File: src/rtl/game_sequencer_if.sv
// Signal bundle between the key filter / snake datapath and game_sequencer.
// The master side is the sequencer; the slave side is the datapath or the bench.
interface game_sequencer_if;
  logic       start;
  logic       up;
  logic       down;
  logic       left;
  logic       right;
  logic       ate_food;
  logic       hit_wall;
  logic       hit_self;
  logic       step;
  logic [1:0] dir;
  logic       clear_board;
  logic       game_over;
  logic [1:0] state;
  logic [3:0] level;

  modport master (
    input  start, up, down, left, right, ate_food, hit_wall, hit_self,
    output step, dir, clear_board, game_over, state, level
  );

  modport slave (
    output start, up, down, left, right, ate_food, hit_wall, hit_self,
    input  step, dir, clear_board, game_over, state, level
  );
endinterface

File: src/rtl/game_sequencer.sv
// Snake game controller: IDLE/INIT/PLAY/OVER FSM, score-dependent move strobe, 2-deep direction queue.
// Optional macro PAUSE_EN: START in PLAY toggles a pause (reported as state code 01).
module game_sequencer #(
  parameter int unsigned BASE_DIV       = 10_000_000,
  parameter int unsigned MIN_DIV        = 2_500_000,
  parameter int unsigned DIV_DEC        = 1_000_000,
  parameter int unsigned FOOD_PER_LEVEL = 5
) (
  input logic              clk,
  input logic              RST,
  game_sequencer_if.master bus
);
  typedef enum logic [1:0] {
    S_IDLE = 2'b00,
    S_INIT = 2'b01,
    S_PLAY = 2'b10,
    S_OVER = 2'b11
  } state_e;

  state_e      state_q, state_d;
  logic [1:0]  dir_q, dir_d;
  logic        step_q, step_d;
  logic        clear_q, clear_d;
  logic [3:0]  level_q, level_d;
  logic [31:0] period_q, period_d;
  logic [31:0] cnt_q, cnt_d;
  logic [31:0] food_q, food_d;
  logic [1:0]  fifo_q [2];
  logic [1:0]  fifo_d [2];
  logic [1:0]  fcnt_q, fcnt_d;
  logic [4:0]  keys_prev_q;

  logic [4:0]  keys_now, key_edge;
  logic        start_edge, has_key, accept, terminal, pop, wr_idx, collision, hold_pause;
  logic [1:0]  key_dir, ref_dir;

`ifdef PAUSE_EN
  logic paused_q, paused_d;
  assign hold_pause = paused_q || (start_edge && !collision);
  assign bus.state  = paused_q ? 2'b01 : state_q;
`else
  assign hold_pause = 1'b0;
  assign bus.state  = state_q;
`endif

  assign keys_now   = {bus.start, bus.up, bus.down, bus.left, bus.right};
  assign key_edge   = keys_now & ~keys_prev_q;
  assign start_edge = key_edge[4];
  assign collision  = bus.hit_wall || bus.hit_self;
  // >= rather than == so a period that shrank below the counter wraps immediately
  assign terminal   = cnt_q >= (period_q - 32'd1);

  always_comb begin
    has_key = 1'b1;
    key_dir = 2'b00;
    if (key_edge[3])      key_dir = 2'b00;
    else if (key_edge[2]) key_dir = 2'b01;
    else if (key_edge[1]) key_dir = 2'b10;
    else if (key_edge[0]) key_dir = 2'b11;
    else                  has_key = 1'b0;
    ref_dir = dir_q;
    if (fcnt_q == 2'd2)      ref_dir = fifo_q[1];
    else if (fcnt_q == 2'd1) ref_dir = fifo_q[0];
    accept = has_key && (key_dir != ref_dir) && (key_dir != (ref_dir ^ 2'b01)) && (fcnt_q != 2'd2);
    pop    = terminal && (fcnt_q != 2'd0);
    wr_idx = (fcnt_q == 2'd1) && !pop;
  end

  always_comb begin
    state_d  = state_q;
    dir_d    = dir_q;
    step_d   = 1'b0;
    clear_d  = 1'b0;
    level_d  = level_q;
    period_d = period_q;
    cnt_d    = cnt_q;
    food_d   = food_q;
    fifo_d   = fifo_q;
    fcnt_d   = fcnt_q;
`ifdef PAUSE_EN
    paused_d = paused_q;
`endif
    case (state_q)
      S_IDLE, S_OVER: begin
        if (start_edge) begin
          state_d = S_INIT;
          clear_d = 1'b1;
        end
      end
      S_INIT: begin
        state_d  = S_PLAY;
        dir_d    = 2'b11;
        level_d  = 4'd0;
        period_d = BASE_DIV;
        cnt_d    = 32'd0;
        food_d   = 32'd0;
        fcnt_d   = 2'd0;
      end
      default: begin
        if (hold_pause) begin
`ifdef PAUSE_EN
          paused_d = paused_q ^ start_edge;
`endif
        end else if (collision) begin
          state_d = S_OVER;
        end else begin
          if (terminal) begin
            cnt_d  = 32'd0;
            step_d = 1'b1;
            if (pop) dir_d = fifo_q[0];
          end else begin
            cnt_d = cnt_q + 32'd1;
          end
          if (pop) fifo_d[0] = fifo_q[1];
          if (accept) fifo_d[wr_idx] = key_dir;
          fcnt_d = fcnt_q - {1'b0, pop} + {1'b0, accept};
          if (bus.ate_food) begin
            if (food_q + 32'd1 >= FOOD_PER_LEVEL) begin
              food_d   = 32'd0;
              period_d = (period_q >= MIN_DIV + DIV_DEC) ? period_q - DIV_DEC : MIN_DIV;
              if (level_q != 4'hF) level_d = level_q + 4'd1;
            end else begin
              food_d = food_q + 32'd1;
            end
          end
        end
      end
    endcase
  end

  always_ff @(posedge clk) begin
    if (RST) begin
      state_q     <= S_IDLE;
      dir_q       <= 2'b11;
      step_q      <= 1'b0;
      clear_q     <= 1'b0;
      level_q     <= 4'd0;
      period_q    <= BASE_DIV;
      cnt_q       <= 32'd0;
      food_q      <= 32'd0;
      fifo_q[0]   <= 2'b00;
      fifo_q[1]   <= 2'b00;
      fcnt_q      <= 2'd0;
      keys_prev_q <= 5'd0;
`ifdef PAUSE_EN
      paused_q    <= 1'b0;
`endif
    end else begin
      state_q     <= state_d;
      dir_q       <= dir_d;
      step_q      <= step_d;
      clear_q     <= clear_d;
      level_q     <= level_d;
      period_q    <= period_d;
      cnt_q       <= cnt_d;
      food_q      <= food_d;
      fifo_q      <= fifo_d;
      fcnt_q      <= fcnt_d;
      keys_prev_q <= keys_now;
`ifdef PAUSE_EN
      paused_q    <= paused_d;
`endif
    end
  end

  assign bus.step        = step_q;
  assign bus.dir         = dir_q;
  assign bus.clear_board = clear_q;
  assign bus.game_over   = (state_q == S_OVER);
  assign bus.level       = level_q;
endmodule
File: src/flat_wrapper.sv
// flat-port wrapper written by rule: the top's interface ports become plain ports
module game_sequencer_flat 
#(
  parameter int unsigned BASE_DIV       = 10_000_000,
  parameter int unsigned MIN_DIV        = 2_500_000,
  parameter int unsigned DIV_DEC        = 1_000_000,
  parameter int unsigned FOOD_PER_LEVEL = 5
)
  (clk, RST, bus_start, bus_up, bus_down, bus_left, bus_right, bus_ate_food, bus_hit_wall, bus_hit_self, bus_step, bus_dir, bus_clear_board, bus_game_over, bus_state, bus_level);
  game_sequencer_if bus_i ();
  input logic clk;
  input logic RST;
  input wire logic [$bits(bus_i.start)-1:0] bus_start;
  input wire logic [$bits(bus_i.up)-1:0] bus_up;
  input wire logic [$bits(bus_i.down)-1:0] bus_down;
  input wire logic [$bits(bus_i.left)-1:0] bus_left;
  input wire logic [$bits(bus_i.right)-1:0] bus_right;
  input wire logic [$bits(bus_i.ate_food)-1:0] bus_ate_food;
  input wire logic [$bits(bus_i.hit_wall)-1:0] bus_hit_wall;
  input wire logic [$bits(bus_i.hit_self)-1:0] bus_hit_self;
  output wire logic [$bits(bus_i.step)-1:0] bus_step;
  output wire logic [$bits(bus_i.dir)-1:0] bus_dir;
  output wire logic [$bits(bus_i.clear_board)-1:0] bus_clear_board;
  output wire logic [$bits(bus_i.game_over)-1:0] bus_game_over;
  output wire logic [$bits(bus_i.state)-1:0] bus_state;
  output wire logic [$bits(bus_i.level)-1:0] bus_level;
  assign bus_i.start = bus_start;
  assign bus_i.up = bus_up;
  assign bus_i.down = bus_down;
  assign bus_i.left = bus_left;
  assign bus_i.right = bus_right;
  assign bus_i.ate_food = bus_ate_food;
  assign bus_i.hit_wall = bus_hit_wall;
  assign bus_i.hit_self = bus_hit_self;
  assign bus_step = bus_i.step;
  assign bus_dir = bus_i.dir;
  assign bus_clear_board = bus_i.clear_board;
  assign bus_game_over = bus_i.game_over;
  assign bus_state = bus_i.state;
  assign bus_level = bus_i.level;
  game_sequencer #(.BASE_DIV(BASE_DIV), .MIN_DIV(MIN_DIV), .DIV_DEC(DIV_DEC), .FOOD_PER_LEVEL(FOOD_PER_LEVEL)) u_core (.clk(clk), .RST(RST), .bus(bus_i));
endmodule
File: config.mk
export PLATFORM = sky130hd
export DESIGN_NAME = game_sequencer_flat
export DESIGN_NICKNAME = d
export VERILOG_FILES = /design/src/rtl/game_sequencer_if.sv /design/src/rtl/game_sequencer.sv /design/src/flat_wrapper.sv
export SDC_FILE = /design/constraint.sdc
export NUM_CORES = 1
export LEC_CHECK = 0
export CELL_PAD_IN_SITES_DETAIL_PLACEMENT = 1
export CELL_PAD_IN_SITES_GLOBAL_PLACEMENT = 1
export CORE_UTILIZATION = 40
export DETAILED_ROUTE_END_ITERATION = 6
export MAX_ROUTING_LAYER = met4
export PLACE_DENSITY_LB_ADDON = 0.1
export SETUP_SLACK_MARGIN = 0.5
export SYNTH_ARGS = -nofsm -noshare
export SYNTH_HDL_FRONTEND = slang
export SYNTH_SLANG_ARGS = --single-unit
File: constraint.sdc
create_clock -name clk -period 5.55 [get_ports clk]
set_input_delay 1.11 -clock clk [delete_from_list [all_inputs] [get_ports clk]]
set_output_delay 1.11 -clock clk [all_outputs]
set_load 0.1 [all_outputs]
==> impl_metrics.csv <==
group,metric,value,unit
placed_design,dp_hpwl,13.3,mm
timing,post-route-min-period,5070,ps
timing,post-route-period-util,91.3,%
timing,worst_slew_pin_slew,1010,ps
power,p_leak,2.92,nW
power,p_sw,772,uW
placed_design,place_congestion,0.804,
placed_design,placed_cell_area,7160,sq um
grt,grt_pass1_vias,6252,
power,ir_drop,0.220,mV
power,clkPwrFrac,29.9,%
synthesis,synthFlopType,"dfxtp_1",
synthesis,synth_async_sr_flop_share,0,%
floorplan,dieWidth,133,microns
setup_path,worst-path-max-fanout,4,
detailed_routing,vias,6074,
clocking,cts_root_buf,"clkbuf_16",
synthesis,synth-seq-area-share,32.8,%
power,power_density,270,nW/um^2
timing,fin_worst_skew,9.80,ps
final_layout,final_area,7760,sq um
final_layout,area_growth,13.6,%
synthesis,synth_cell_type_count,83,
setup_path,crit_path_end_kind,"flop",
final_layout,drive_gt1_share,11.8,%
timing,hold_viol_final,0,
final_layout,final_nets,882,
timing,rsz0062_at_grt,"yes",
detailed_routing,first_iter_violations,363,
clocking,clock_latency,360,ps
setup_path,crit_arrival,5340,ps
detailed_routing,dr.pass1.iters,4,
final_layout,multi_input_area,4470,sq um
final_layout,nFillCells,1920,
grt,antenna_found_initial,0,
clocking,path_clk_slew,80,ps
synthesis,synth_seq_cells,112,
final_layout,regArea,2250,sq um
power,comb_power_share,27.8,%
worst_hold_path,hold_path_class,"reg2reg",
grt,grt_first_pass_wirelength,31.3,mm
clocking,cts_buffers,9,
floorplan,dieArea,17600,sq um
grt,grt_max_degree,35,
setup_path,required,5830,ps
setup_path,crit_type,"reg2reg",
run,drv_cap,0,
clocking,cts_buffer_depth,2,
synthesis,netlist_instances,814,
synthesis,synth_enable_flop_cells,0,
synthesis,synthesis.area,6840,sq um
synthesis,synth.avg_cell_area,8.40,sq um
timing,max_freq,197,MHz
floorplan,core_area,16600,sq um
detailed_routing,avgViaCountPerCell,5.78,
floorplan,num_rows,47,
clocking,cts_tree,"done",
detailed_routing,wire_per_inst,17.9,microns
floorplan,initial_core_util,41.1,%
timing,drv_slew,0,
detailed_routing,wl,18.8,mm
synthesis,yosys_warnings,0,
power,seq_power_share,42.3,%
grt,track_usage,22.6,%
power,p_int,1.32,mW
timing,relSlewSlack,32.0,%
clocking,cts_max_level,3,
power,switching_share,36.9,%
detailed_routing,detail-route-antenna-nets,0,
floorplan,die_y,133,microns
floorplan,io_pins,21,
synthesis,syn_nets,869,
power,power.total,2.09,mW
timing,finalSetupViolations,0,
placed_design,dp_cells,1019,
final_layout,final_cells,1051,
placed_design,io_buffers,20,
clocking,cts_sinks,112,
timing,tns,0,ps
grt,overflow,0,
setup_path,start_kind,"flop",
run_status,outcome,"finished, final reports clean",
final_layout,finalCoreUtilization,46.6,%
final_layout,antenna_cells,0,
detailed_routing,drc_errors,0,
==> kinds of logic after synthesis <==
group,Yosys count,share of synthesized area [%]
muxes,5,0.732
xor gates and xnor gates,67,8.58
buffers and inverters,70,4.78
and+or+nand+nor,344,27.2
AOI/OAI and AO/OA,171,17.6
adders and majority gates,45,8.24
DFF,112,32.8
==> power by group through the flow <==
stage | clock [mW] | sequential (mW) | combinational [mW]
2_1_floorplan | 0 | 0.936 | 0.365
3_3_place_gp | 0 | 0.899 | 0.537
3_5_place_dp | 0 | 0.902 | 0.558
4_1_cts | 0.645 | 0.885 | 0.565
5_1_grt | 0.672 | 0.891 | 0.638
6_report | 0.626 | 0.885 | 0.583
==> cells in the final DEF, fill, tap and decap left out, drive strengths merged, types with 9 or more instances in the layout <==
| cell | instances |
|---|---|
| xnor2 | 36 |
| nand2b | 10 |
| o211ai | 10 |
| inv | 26 |
| nand2 | 59 |
| nor4 | 16 |
| clkdlybuf4s50 | 20 |
| clkbuf | 11 |
| dfxtp | 112 |
| nand4 | 18 |
| a21o | 9 |
| a31oi | 9 |
| and3 | 38 |
| xor2 | 31 |
| a21oi | 40 |
| o21ai | 31 |
| nand3 | 29 |
| or4 | 9 |
| nor2 | 90 |
| buf | 27 |
| ha | 45 |
| nor3 | 25 |
| or3 | 11 |
| nor2b | 9 |
==> state kept, by name, indices dropped and copies added (netlist names) <==
| signal | flops |
|---|---|
| u_core.fifo_q | 4 |
| u_core.bus.state | 2 |
| u_core.fcnt_q | 2 |
| u_core.food_q | 32 |
| u_core.bus.level | 4 |
| u_core.period_q | 27 |
| u_core.bus.dir | 2 |
| u_core.keys_prev_q | 5 |
| u_core.bus.clear_board | 1 |
| u_core.cnt_q | 32 |
| u_core.bus.step | 1 |
==> final timing paths <==
kind,from,slack [ps],cells after the start,end
max,u_core.period_q[5],480,22,u_core.fcnt_q[1]
min,u_core.keys_prev_q[4],430,1,u_core.bus.clear_board
max reg2reg,u_core.period_q[5],480,22,u_core.fcnt_q[1]
min reg2reg,u_core.keys_prev_q[4],430,1,u_core.bus.clear_board
==> cells in the mapped netlist, types with 3 or more instances <==
cell / instances / share of area, %
buf_4: 3 / 0.33
o21a_1: 3 / 0.33
o22ai_1: 3 / 0.27
a41oi_1: 3 / 0.38
mux2i_1: 5 / 0.73
and3_1: 34 / 3.1
or2_2: 3 / 0.27
xnor2_1: 36 / 4.6
xor2_1: 31 / 4.0
nand3_1: 29 / 2.1
nor2b_1: 9 / 0.82
o21ai_0: 29 / 2.1
and4_1: 6 / 0.77
buf_2: 4 / 0.29
o311ai_0: 5 / 0.64
or3_1: 10 / 0.92
inv_1: 25 / 1.4
nor3_1: 24 / 1.8
nor3b_1: 5 / 0.55
a21oi_1: 38 / 2.8
and3_2: 4 / 0.44
dfxtp_1: 112 / 33
nand4_1: 15 / 1.4
nand2_1: 58 / 3.2
o211ai_1: 10 / 1.1
o2111ai_1: 3 / 0.38
a31oi_1: 9 / 0.82
o2111a_1: 3 / 0.49
o31ai_1: 6 / 0.66
a211oi_1: 5 / 0.55
a22oi_1: 4 / 0.44
and2_1: 5 / 0.46
clkbuf_1: 30 / 1.6
ha_1: 45 / 8.2
nand2b_1: 10 / 0.92
o221a_1: 4 / 0.66
a21o_1: 9 / 0.99
buf_6: 4 / 0.66
a211o_1: 4 / 0.51
a311oi_1: 6 / 0.77
nor2_1: 89 / 4.9
nor4_1: 14 / 1.3
or4_1: 5 / 0.55
==> critical path, cell delays in order, from the launching register on <==
cell	delay, ps
dfxtp_4	370
inv_4	70
ha_4	130
or3b_4	390
nor3_4	150
nand2_2	70
or3_4	410
or3_4	350
or4_4	540
nor2_4	140
xnor2_2	70
ha_1	310
nand4_1	150
nor3_4	280
nor4b_4	250
a41oi_2	90
a31oi_4	300
ha_4	240
inv_2	60
ha_4	120
xnor2_2	60
or3_1	310
a21oi_1	130
==> cell type report <==
type	count	share of cell area, %
clock inverters	4	0.403
clock buffers	11	3.00
multi-input cells	632	57.6
repair buffers	47	5.24
flip-flops and latches	112	29.0
well taps	220	3.55
inverters	25	1.27
==> timing repair <==
| item | in CTS | in global routing |
|---|---|---|
| pin swaps | 6 | 12 |
| hold buffers | 0 | 0 |
| endpoints found under the setup margin | 39 | 38 |
| buffers inserted | 3 | 14 |
| gates resized for setup | 23 | 22 |
==> through the flow <==
step	setup WS [ps]	hold slack [ps]
3_3_place_gp	253	415
4_1_cts	511	432
6_report	483	431
2_1_floorplan	771	401
3_5_place_dp	-37.0	419
5_1_grt	271	453
==> layer usage <==
metal  track usage [%]  vias to the layer above  part of all wire [%]
li1                  -                     2991                     -
met1              26.6                     3008                    46
met2              39.5                       54                    51
met3              3.10                       21                   1.9
met4              7.22                        0                   1.7
met5                 -                        -                     0
No activity file was read; power rests on OpenSTA's default activity.
